<file path="src/rtl/vga_pkg.sv">
// Shared types, bar colours and raster-size helper for the VGA timing generator.
// Latency: n/a (declarations only).
// Backpressure: n/a.
package vga_pkg;

  typedef enum logic [1:0] {
    MODE_GRID   = 2'd0,
    MODE_BARS   = 2'd1,
    MODE_STREAM = 2'd2,
    MODE_BLACK  = 2'd3
  } mode_t;

  localparam logic [23:0] C_WHITE   = 24'hFFFFFF;
  localparam logic [23:0] C_YELLOW  = 24'hFFFF00;
  localparam logic [23:0] C_CYAN    = 24'h00FFFF;
  localparam logic [23:0] C_GREEN   = 24'h00FF00;
  localparam logic [23:0] C_MAGENTA = 24'hFF00FF;
  localparam logic [23:0] C_RED     = 24'hFF0000;
  localparam logic [23:0] C_BLUE    = 24'h0000FF;
  localparam logic [23:0] C_BLACK   = 24'h000000;

  // Total pixels per line or lines per frame: porch + sync + porch + active.
  function automatic int raster_tot(input int fp, input int pulse, input int bp, input int disp);
    return fp + pulse + bp + disp;
  endfunction

  // Colour of bar idx, left to right.
  function automatic logic [23:0] bar_color(input logic [2:0] idx);
    logic [23:0] c;
    case (idx)
      3'd0:    c = C_WHITE;
      3'd1:    c = C_YELLOW;
      3'd2:    c = C_CYAN;
      3'd3:    c = C_GREEN;
      3'd4:    c = C_MAGENTA;
      3'd5:    c = C_RED;
      3'd6:    c = C_BLUE;
      default: c = C_BLACK;
    endcase
    return c;
  endfunction

endpackage

</file>
<file path="src/rtl/video_if.sv">
// Display-side video bundle: pixel clock, RGB, syncs and display-enable.
// Latency: n/a (wiring only).
// Backpressure: none, the display always accepts.
interface video_if;
  logic        CLK;
  logic [23:0] RGB;
  logic        HS;
  logic        VS;
  logic        BLANK;

  modport master (output CLK, output RGB, output HS, output VS, output BLANK);
  modport slave  (input  CLK, input  RGB, input  HS, input  VS, input  BLANK);
endinterface

</file>
<file path="src/rtl/vga_raster_cnt.sv">
// Pixel/line raster counters; pcnt wraps at HTOT-1, lcnt advances on each pcnt wrap.
// Latency: counters update every clock; frame wrap flag is combinational from them.
// Backpressure: none, the raster free-runs.
module vga_raster_cnt #(
  parameter int HTOT = 22,
  parameter int VTOT = 7,
  localparam int HW = $clog2(HTOT),
  localparam int VW = $clog2(VTOT)
) (
  input  logic          i_clk,
  input  logic          i_rst,
  output logic [HW-1:0] o_pcnt,
  output logic [VW-1:0] o_lcnt,
  output logic          o_frame_wrap
);

  logic [HW-1:0] r_pcnt;
  logic [VW-1:0] r_lcnt;
  logic          w_line_end;
  logic          w_frame_end;

  assign w_line_end  = (r_pcnt == HW'(HTOT - 1));
  assign w_frame_end = w_line_end && (r_lcnt == VW'(VTOT - 1));

  // Advance pixel counter every clock; line counter steps when the line ends.
  always_ff @(posedge i_clk or posedge i_rst) begin
    if (i_rst) begin
      r_pcnt <= '0;
      r_lcnt <= '0;
    end else if (w_line_end) begin
      r_pcnt <= '0;
      r_lcnt <= w_frame_end ? '0 : r_lcnt + 1'b1;
    end else begin
      r_pcnt <= r_pcnt + 1'b1;
    end
  end

  assign o_pcnt       = r_pcnt;
  assign o_lcnt       = r_lcnt;
  assign o_frame_wrap = w_frame_end;

endmodule

</file>
<file path="src/rtl/vga_gen.sv">
// VGA/LCD timing generator with grid / bars / stream / black pixel sources.
// Latency: HS, VS, BLANK, RGB and frame_start are registered, 1 cycle behind the counters.
// Backpressure: none; pix_ready is a pure raster strobe and a missing pixel becomes black + underflow.
module vga_gen
  import vga_pkg::*;
#(
  parameter int HDISP  = 800,
  parameter int VDISP  = 480,
  parameter int HFP    = 40,
  parameter int HPULSE = 48,
  parameter int HBP    = 40,
  parameter int VFP    = 13,
  parameter int VPULSE = 3,
  parameter int VBP    = 29,
  parameter bit HS_POL = 1'b0,
  parameter bit VS_POL = 1'b0
) (
  input  logic        pixel_clk,
  input  logic        pixel_rst,
  input  logic [1:0]  mode,
  input  logic [23:0] pix_data,
  input  logic        pix_valid,
  output logic        pix_ready,
  output logic        frame_start,
  output logic        underflow,
  input  logic        underflow_clr,
  video_if.master     video_ifm
);

  localparam int HTOT   = raster_tot(HFP, HPULSE, HBP, HDISP);
  localparam int VTOT   = raster_tot(VFP, VPULSE, VBP, VDISP);
  localparam int HW     = $clog2(HTOT);
  localparam int VW     = $clog2(VTOT);
  localparam int HSTART = HFP + HPULSE + HBP;
  localparam int VSTART = VFP + VPULSE + VBP;
  localparam int BAR_W  = HDISP / 8;

  logic [HW-1:0] w_pcnt;
  logic [VW-1:0] w_lcnt;
  logic          w_frame_wrap;
  logic [31:0]   w_p32;
  logic [31:0]   w_l32;
  logic [31:0]   w_x32;
  logic [31:0]   w_y32;
  logic [31:0]   w_bar32;
  logic [2:0]    w_bar_idx;
  logic          w_active;
  logic          w_hs_act;
  logic          w_vs_act;
  logic          w_first;
  logic          w_starve;
  logic [23:0]   w_rgb_nxt;

  mode_t         r_cur_mode;
  logic          r_origin;
  logic          r_hs;
  logic          r_vs;
  logic          r_blank;
  logic [23:0]   r_rgb;
  logic          r_fs;
  logic          r_uf;

  vga_raster_cnt #(
    .HTOT (HTOT),
    .VTOT (VTOT)
  ) u_cnt (
    .i_clk        (pixel_clk),
    .i_rst        (pixel_rst),
    .o_pcnt       (w_pcnt),
    .o_lcnt       (w_lcnt),
    .o_frame_wrap (w_frame_wrap)
  );

  // Decode in 32-bit arithmetic so porch/sync bounds need no per-width casts.
  assign w_p32     = 32'(w_pcnt);
  assign w_l32     = 32'(w_lcnt);
  assign w_x32     = w_p32 - 32'(HSTART);
  assign w_y32     = w_l32 - 32'(VSTART);
  assign w_active  = (w_p32 >= 32'(HSTART)) && (w_l32 >= 32'(VSTART));
  assign w_hs_act  = (w_p32 >= 32'(HFP)) && (w_p32 < 32'(HFP + HPULSE));
  assign w_vs_act  = (w_l32 >= 32'(VFP)) && (w_l32 < 32'(VFP + VPULSE));
  assign w_first   = w_active && (w_x32 == 32'd0) && (w_y32 == 32'd0);
  assign w_bar32   = w_x32 / 32'(BAR_W);
  assign w_bar_idx = (w_bar32 > 32'd7) ? 3'd7 : w_bar32[2:0];

  // Stream pulls exactly one pixel per active cycle; the raster never waits.
  assign pix_ready = w_active && (r_cur_mode == MODE_STREAM);
  assign w_starve  = pix_ready && !pix_valid;

  // Select the next pixel colour from the frame's latched source.
  always_comb begin
    w_rgb_nxt = C_BLACK;
    if (w_active) begin
      case (r_cur_mode)
        MODE_GRID:   w_rgb_nxt = ((w_x32 % 32'd16 == 32'd0) || (w_y32 % 32'd16 == 32'd0)) ? C_WHITE : C_BLACK;
        MODE_BARS:   w_rgb_nxt = bar_color(w_bar_idx);
        MODE_STREAM: w_rgb_nxt = pix_valid ? pix_data : C_BLACK;
        default:     w_rgb_nxt = C_BLACK;
      endcase
    end
  end

  // Latch the source mode only at raster origin so a frame never mixes sources.
  always_ff @(posedge pixel_clk or posedge pixel_rst) begin
    if (pixel_rst) begin
      r_origin   <= 1'b1;
      r_cur_mode <= MODE_GRID;
    end else begin
      r_origin <= w_frame_wrap;
      if (r_origin) begin
        r_cur_mode <= mode_t'(mode);
      end
    end
  end

  // Register all display outputs together so they share one cycle of latency.
  always_ff @(posedge pixel_clk or posedge pixel_rst) begin
    if (pixel_rst) begin
      r_hs    <= ~HS_POL;
      r_vs    <= ~VS_POL;
      r_blank <= 1'b0;
      r_rgb   <= '0;
      r_fs    <= 1'b0;
    end else begin
      r_hs    <= w_hs_act ? HS_POL : ~HS_POL;
      r_vs    <= w_vs_act ? VS_POL : ~VS_POL;
      r_blank <= w_active;
      r_rgb   <= w_rgb_nxt;
      r_fs    <= w_first;
    end
  end

  // Sticky starvation flag; a new starvation wins over a same-cycle clear.
  always_ff @(posedge pixel_clk or posedge pixel_rst) begin
    if (pixel_rst) begin
      r_uf <= 1'b0;
    end else if (w_starve) begin
      r_uf <= 1'b1;
    end else if (underflow_clr) begin
      r_uf <= 1'b0;
    end
  end

  assign video_ifm.CLK   = pixel_clk;
  assign video_ifm.RGB   = r_rgb;
  assign video_ifm.HS    = r_hs;
  assign video_ifm.VS    = r_vs;
  assign video_ifm.BLANK = r_blank;
  assign frame_start     = r_fs;
  assign underflow       = r_uf;

endmodule

</file>
<file path="src/flat_wrapper.sv">
// flat-port wrapper written by rule: the top's interface ports become plain ports
module vga_gen_flat import vga_pkg::*;
#(
  parameter int HDISP  = 800,
  parameter int VDISP  = 480,
  parameter int HFP    = 40,
  parameter int HPULSE = 48,
  parameter int HBP    = 40,
  parameter int VFP    = 13,
  parameter int VPULSE = 3,
  parameter int VBP    = 29,
  parameter bit HS_POL = 1'b0,
  parameter bit VS_POL = 1'b0
)
  (pixel_clk, pixel_rst, mode, pix_data, pix_valid, pix_ready, frame_start, underflow, underflow_clr, video_ifm_CLK, video_ifm_RGB, video_ifm_HS, video_ifm_VS, video_ifm_BLANK);
  video_if video_ifm_i ();
  input  logic pixel_clk;
  input  logic pixel_rst;
  input  logic [1:0] mode;
  input  logic [23:0] pix_data;
  input  logic pix_valid;
  output logic pix_ready;
  output logic frame_start;
  output logic underflow;
  input  logic underflow_clr;
  output wire logic [$bits(video_ifm_i.CLK)-1:0] video_ifm_CLK;
  output wire logic [$bits(video_ifm_i.RGB)-1:0] video_ifm_RGB;
  output wire logic [$bits(video_ifm_i.HS)-1:0] video_ifm_HS;
  output wire logic [$bits(video_ifm_i.VS)-1:0] video_ifm_VS;
  output wire logic [$bits(video_ifm_i.BLANK)-1:0] video_ifm_BLANK;
  assign video_ifm_CLK = video_ifm_i.CLK;
  assign video_ifm_RGB = video_ifm_i.RGB;
  assign video_ifm_HS = video_ifm_i.HS;
  assign video_ifm_VS = video_ifm_i.VS;
  assign video_ifm_BLANK = video_ifm_i.BLANK;
  vga_gen #(.HDISP(HDISP), .VDISP(VDISP), .HFP(HFP), .HPULSE(HPULSE), .HBP(HBP), .VFP(VFP), .VPULSE(VPULSE), .VBP(VBP), .HS_POL(HS_POL), .VS_POL(VS_POL)) u_core (.pixel_clk(pixel_clk), .pixel_rst(pixel_rst), .mode(mode), .pix_data(pix_data), .pix_valid(pix_valid), .pix_ready(pix_ready), .frame_start(frame_start), .underflow(underflow), .underflow_clr(underflow_clr), .video_ifm(video_ifm_i));
endmodule
</file>
<file path="config.mk">
export PLATFORM = sky130hd
export DESIGN_NAME = vga_gen_flat
export DESIGN_NICKNAME = d
export VERILOG_FILES = /design/src/rtl/vga_pkg.sv /design/src/rtl/video_if.sv /design/src/rtl/vga_raster_cnt.sv /design/src/rtl/vga_gen.sv /design/src/flat_wrapper.sv
export SDC_FILE = /design/constraint.sdc
export NUM_CORES = 1
export LEC_CHECK = 0
export BUFFER_PORTS_ARGS = -buffer_cell sky130_fd_sc_hd__buf_2
export CORE_MARGIN = 2
export CORE_UTILIZATION = 62
export CTS_BUF_LIST = sky130_fd_sc_hd__clkbuf_2 sky130_fd_sc_hd__clkbuf_4 sky130_fd_sc_hd__clkbuf_8
export CTS_CLUSTER_SIZE = 16
export DETAILED_ROUTE_END_ITERATION = 12
export PLACE_DENSITY_LB_ADDON = 0.3
export SLEW_MARGIN = 25
export SYNTH_ARGS = -nofsm -noshare
export SYNTH_HDL_FRONTEND = slang
export SYNTH_SLANG_ARGS = --single-unit
</file>
<file path="constraint.sdc">
create_clock -name pixel_clk -period 8.8 [get_ports pixel_clk]
set_clock_uncertainty 0.1 [all_clocks]
set_input_delay 1.76 -clock pixel_clk [delete_from_list [all_inputs] [get_ports pixel_clk]]
set_output_delay 1.76 -clock pixel_clk [all_outputs]
set_load 0.05 [all_outputs]
</file>
==> metrics.cfg <==
[min_path]
hp-class=flip-flop to flip-flop

[critical_path]
critPathLaunchType=clock port
end_kind=output port
timing.critical_path.mode_cell=clkbuf_8
critPathTopFamily=buffers and inverters
critPathMaxStageDelay_ps=200
crit_chain=clkbuf_8, clkbuf_8, buf_2
worstPathMaxFanout=2
critical-path-slowest-cell=buf_2
path_class=clock port to output port
arrival_ps=4830
cp_num_buf_inv=3
crit_required_ps=6940

[detailed_routing]
num_vias=2844
viasPerCell=6.103
drc=0
wire_per_inst_um=16.36
ant_nets=0
first_pass_iters=5
routed_wirelength_mm=7.626
drt_iter0_markers=218

[logic_synthesis]
synth_edf_count=0
ys.flop_type=dfrtp_1
synth_cell_type_count=63
synth_seq_area_share_pct=41.87
yosysMostFrequentCell=dfrtp_1
synth_top_area_cell=dfrtp_1
synth_seq_cells=52
syn_area_um2=3117
synthTopCellsByCount=49 x dfrtp_1, 39 x nand2_1, 32 x a21oi_1
yosys_warnings=0
synth_top_area_share_pct=39.34
syn_avg_cell_area_um2=8.982
synth.area.top_cells=dfrtp_1 39%, a21oi_1 5.1%, nand2_1 4.7%, o21ai_0 4.5%, ha_1 4.4%
synthesis.nets=388
synthArstFlopShare_pct=100.0
syn_inst=347

[final_layout]
utilization_pct=74.51
fillerInstances=376
multi_input_area_um2=1682
drive_gt1_share_pct=23.31
final_nets=439
antennaDiodeCount=0
area_delta_synth_final_pct=14.41
ff_latch_area_um2=1305

[clock_network]
clk_latency_ps=420
post_cts_buffers=0
postCtsHoldBufs=0
cts_resized=0
clk_pin_slew_worst_paths_ps=90
cts_tree=yes

[grt]
grtUsageTotal_pct=29.62
grt_max_degree=53
grt_antenna_before_repair=0
grt_pass1_wl_mm=12.67
overflow=0
grt_pass1_vias=2693

[job]
cap_violations=0

[floorplan]
initial_core_util_pct=65.12
std_cell_rows=25
io_pins=61
die_area_um2=5610
core_um2=4786
die_w_um=74.90
die_y_um=74.90

[pwr]
p_per_area_nw_per_um2=127.0
ir_worst_vdd_uv=89.87
p_leak_uw=0.001613

[place]
port_buffers=60
place_ws_ps=2352
gp_routability_congestion=0.9252
dp_hpwl_mm=5.266

[sta]
setup_ws_ps=2111
finalMaxSlewViolations=0
hold_viol=0
rsz0062_at_grt=no
tightest_slew_ps=855.0
slew_headroom_pct=42.53
final.setup.tns_ps=0
setup_viol_count_final=0

[status]
status=finished clean

[placed cells by master, fill, tap and decap left out, types with 6 or more instances in the layout]
| cell type | synthesis | routed |
|---|---|---|
| dfrtp_1 | 49 | 49 |
| nor3_1 | 7 | 7 |
| ha_1 | 11 | 11 |
| inv_1 | 13 | 12 |
| nor2_1 | 25 | 25 |
| a21oi_1 | 32 | 32 |
| o22ai_1 | 8 | 8 |
| o21ai_0 | 28 | 28 |
| nand3_1 | 10 | 10 |
| xnor2_1 | 7 | 7 |
| buf_2 | 4 | 60 |
| or3_1 | 6 | 6 |
| clkbuf_8 | 0 | 8 |
| nand2_1 | 39 | 39 |
[cell type report]
cell class	instances	share of cell area (%)
clock buffers	9	3.228
clock inverters	3	0.7719
inverters	13	1.404
multi-input cells	262	47.16
flip-flops and latches	52	36.60
well taps	67	2.351
repair buffers	60	8.491
[registers in the layout, summed over array words and instances, names as in the netlist]
register / flops
u_core.underflow: 1
u_core.video_ifm.BLANK: 1
u_core.u_cnt.o_pcnt: 10
u_core.video_ifm.HS: 1
u_core.r_origin: 1
u_core.r_cur_mode: 2
u_core.frame_start: 1
u_core.video_ifm.VS: 1
u_core.video_ifm.RGB: 24
u_core.u_cnt.o_lcnt: 10
[metal layers]
| layer | global-route usage [%] | vias to the layer above | part of all wire [%] |
|---|---|---|---|
| met2 | 48.64 | 130 | 49 |
| met3 | 6.426 | 14 | 7.0 |
| met4 | 10.52 | 0 | 1.4 |
| met5 | 0 | - | 0 |
| li1 | - | 1363 | - |
| met1 | 38.79 | 1337 | 43 |
[worst register-to-register path, stage by stage (launching register included)]
cell and delay [ps]:
dfrtp_1 610, inv_1 190, ha_1 240, ha_1 620, mux2_2 420, a21oi_1 380
mux2_2 380, o41ai_1 630, o2111ai_1 250, a32oi_4 310, o22ai_1 140
[metrics by stage]
step / area [um2] / instances / power, uW / hold slack [ps]
detailed placement: 3427 / 455 / 276.9 / 388.4
CTS: 3565 / 466 / 455.9 / 414.4
global placement: 3422 / 455 / 276.5 / 386.2
floorplan: 3117 / 347 / 271.8 / 375.5
global route: 3566 / 466 / 466.5 / 442.5
finish: 3566 / 466 / 453.0 / 412.4
[where the power goes]
group | leakage, uW | internal (uW) | switching [uW] | total [uW]
Sequential | 0.000702 | 239 | 0 | 239
Clock | 0.0000718 | 90.6 | 112 | 203
Combinational | 0.000840 | 4.71 | 6.65 | 11.4
Total | 0.00161 | 334 | 119 | 453
[kinds of logic (layout without fill, tap and decap cells)]
logic type,count (synthesis),after routing,synth area share [%]
XOR/XNOR,10,10,2.810
AO/OA/AOI/OAI,110,110,23.49
adder cells (fa/ha/maj),11,11,4.416
AND/OR/NAND/NOR,122,122,19.87
multiplexers,9,9,3.051
buffers and inverters,33,85,4.496
flip-flops,52,52,41.87
[path summary, 6_finish.rpt]
path,start,endpoint,slack [ps],cells after the start
max,pixel_clk,video_ifm_CLK,2110,3
min,u_core.underflow$_DFFE_PP0P_,u_core.underflow$_DFFE_PP0P_,410,1
max reg2reg,u_core.u_cnt.o_pcnt[7]$_DFF_PP0_,u_core.video_ifm.RGB[6]$_DFF_PP0_,4370,10
min reg2reg,u_core.underflow$_DFFE_PP0P_,u_core.underflow$_DFFE_PP0P_,410,1
max in group asynchronous,pixel_rst,u_core.video_ifm.RGB[0]$_DFF_PP0_,6730,2
min in group asynchronous,pixel_rst,u_core.u_cnt.o_lcnt[5]$_DFFE_PP0N_,1370,2
Note: power is estimated with default switching activity, not from simulation.
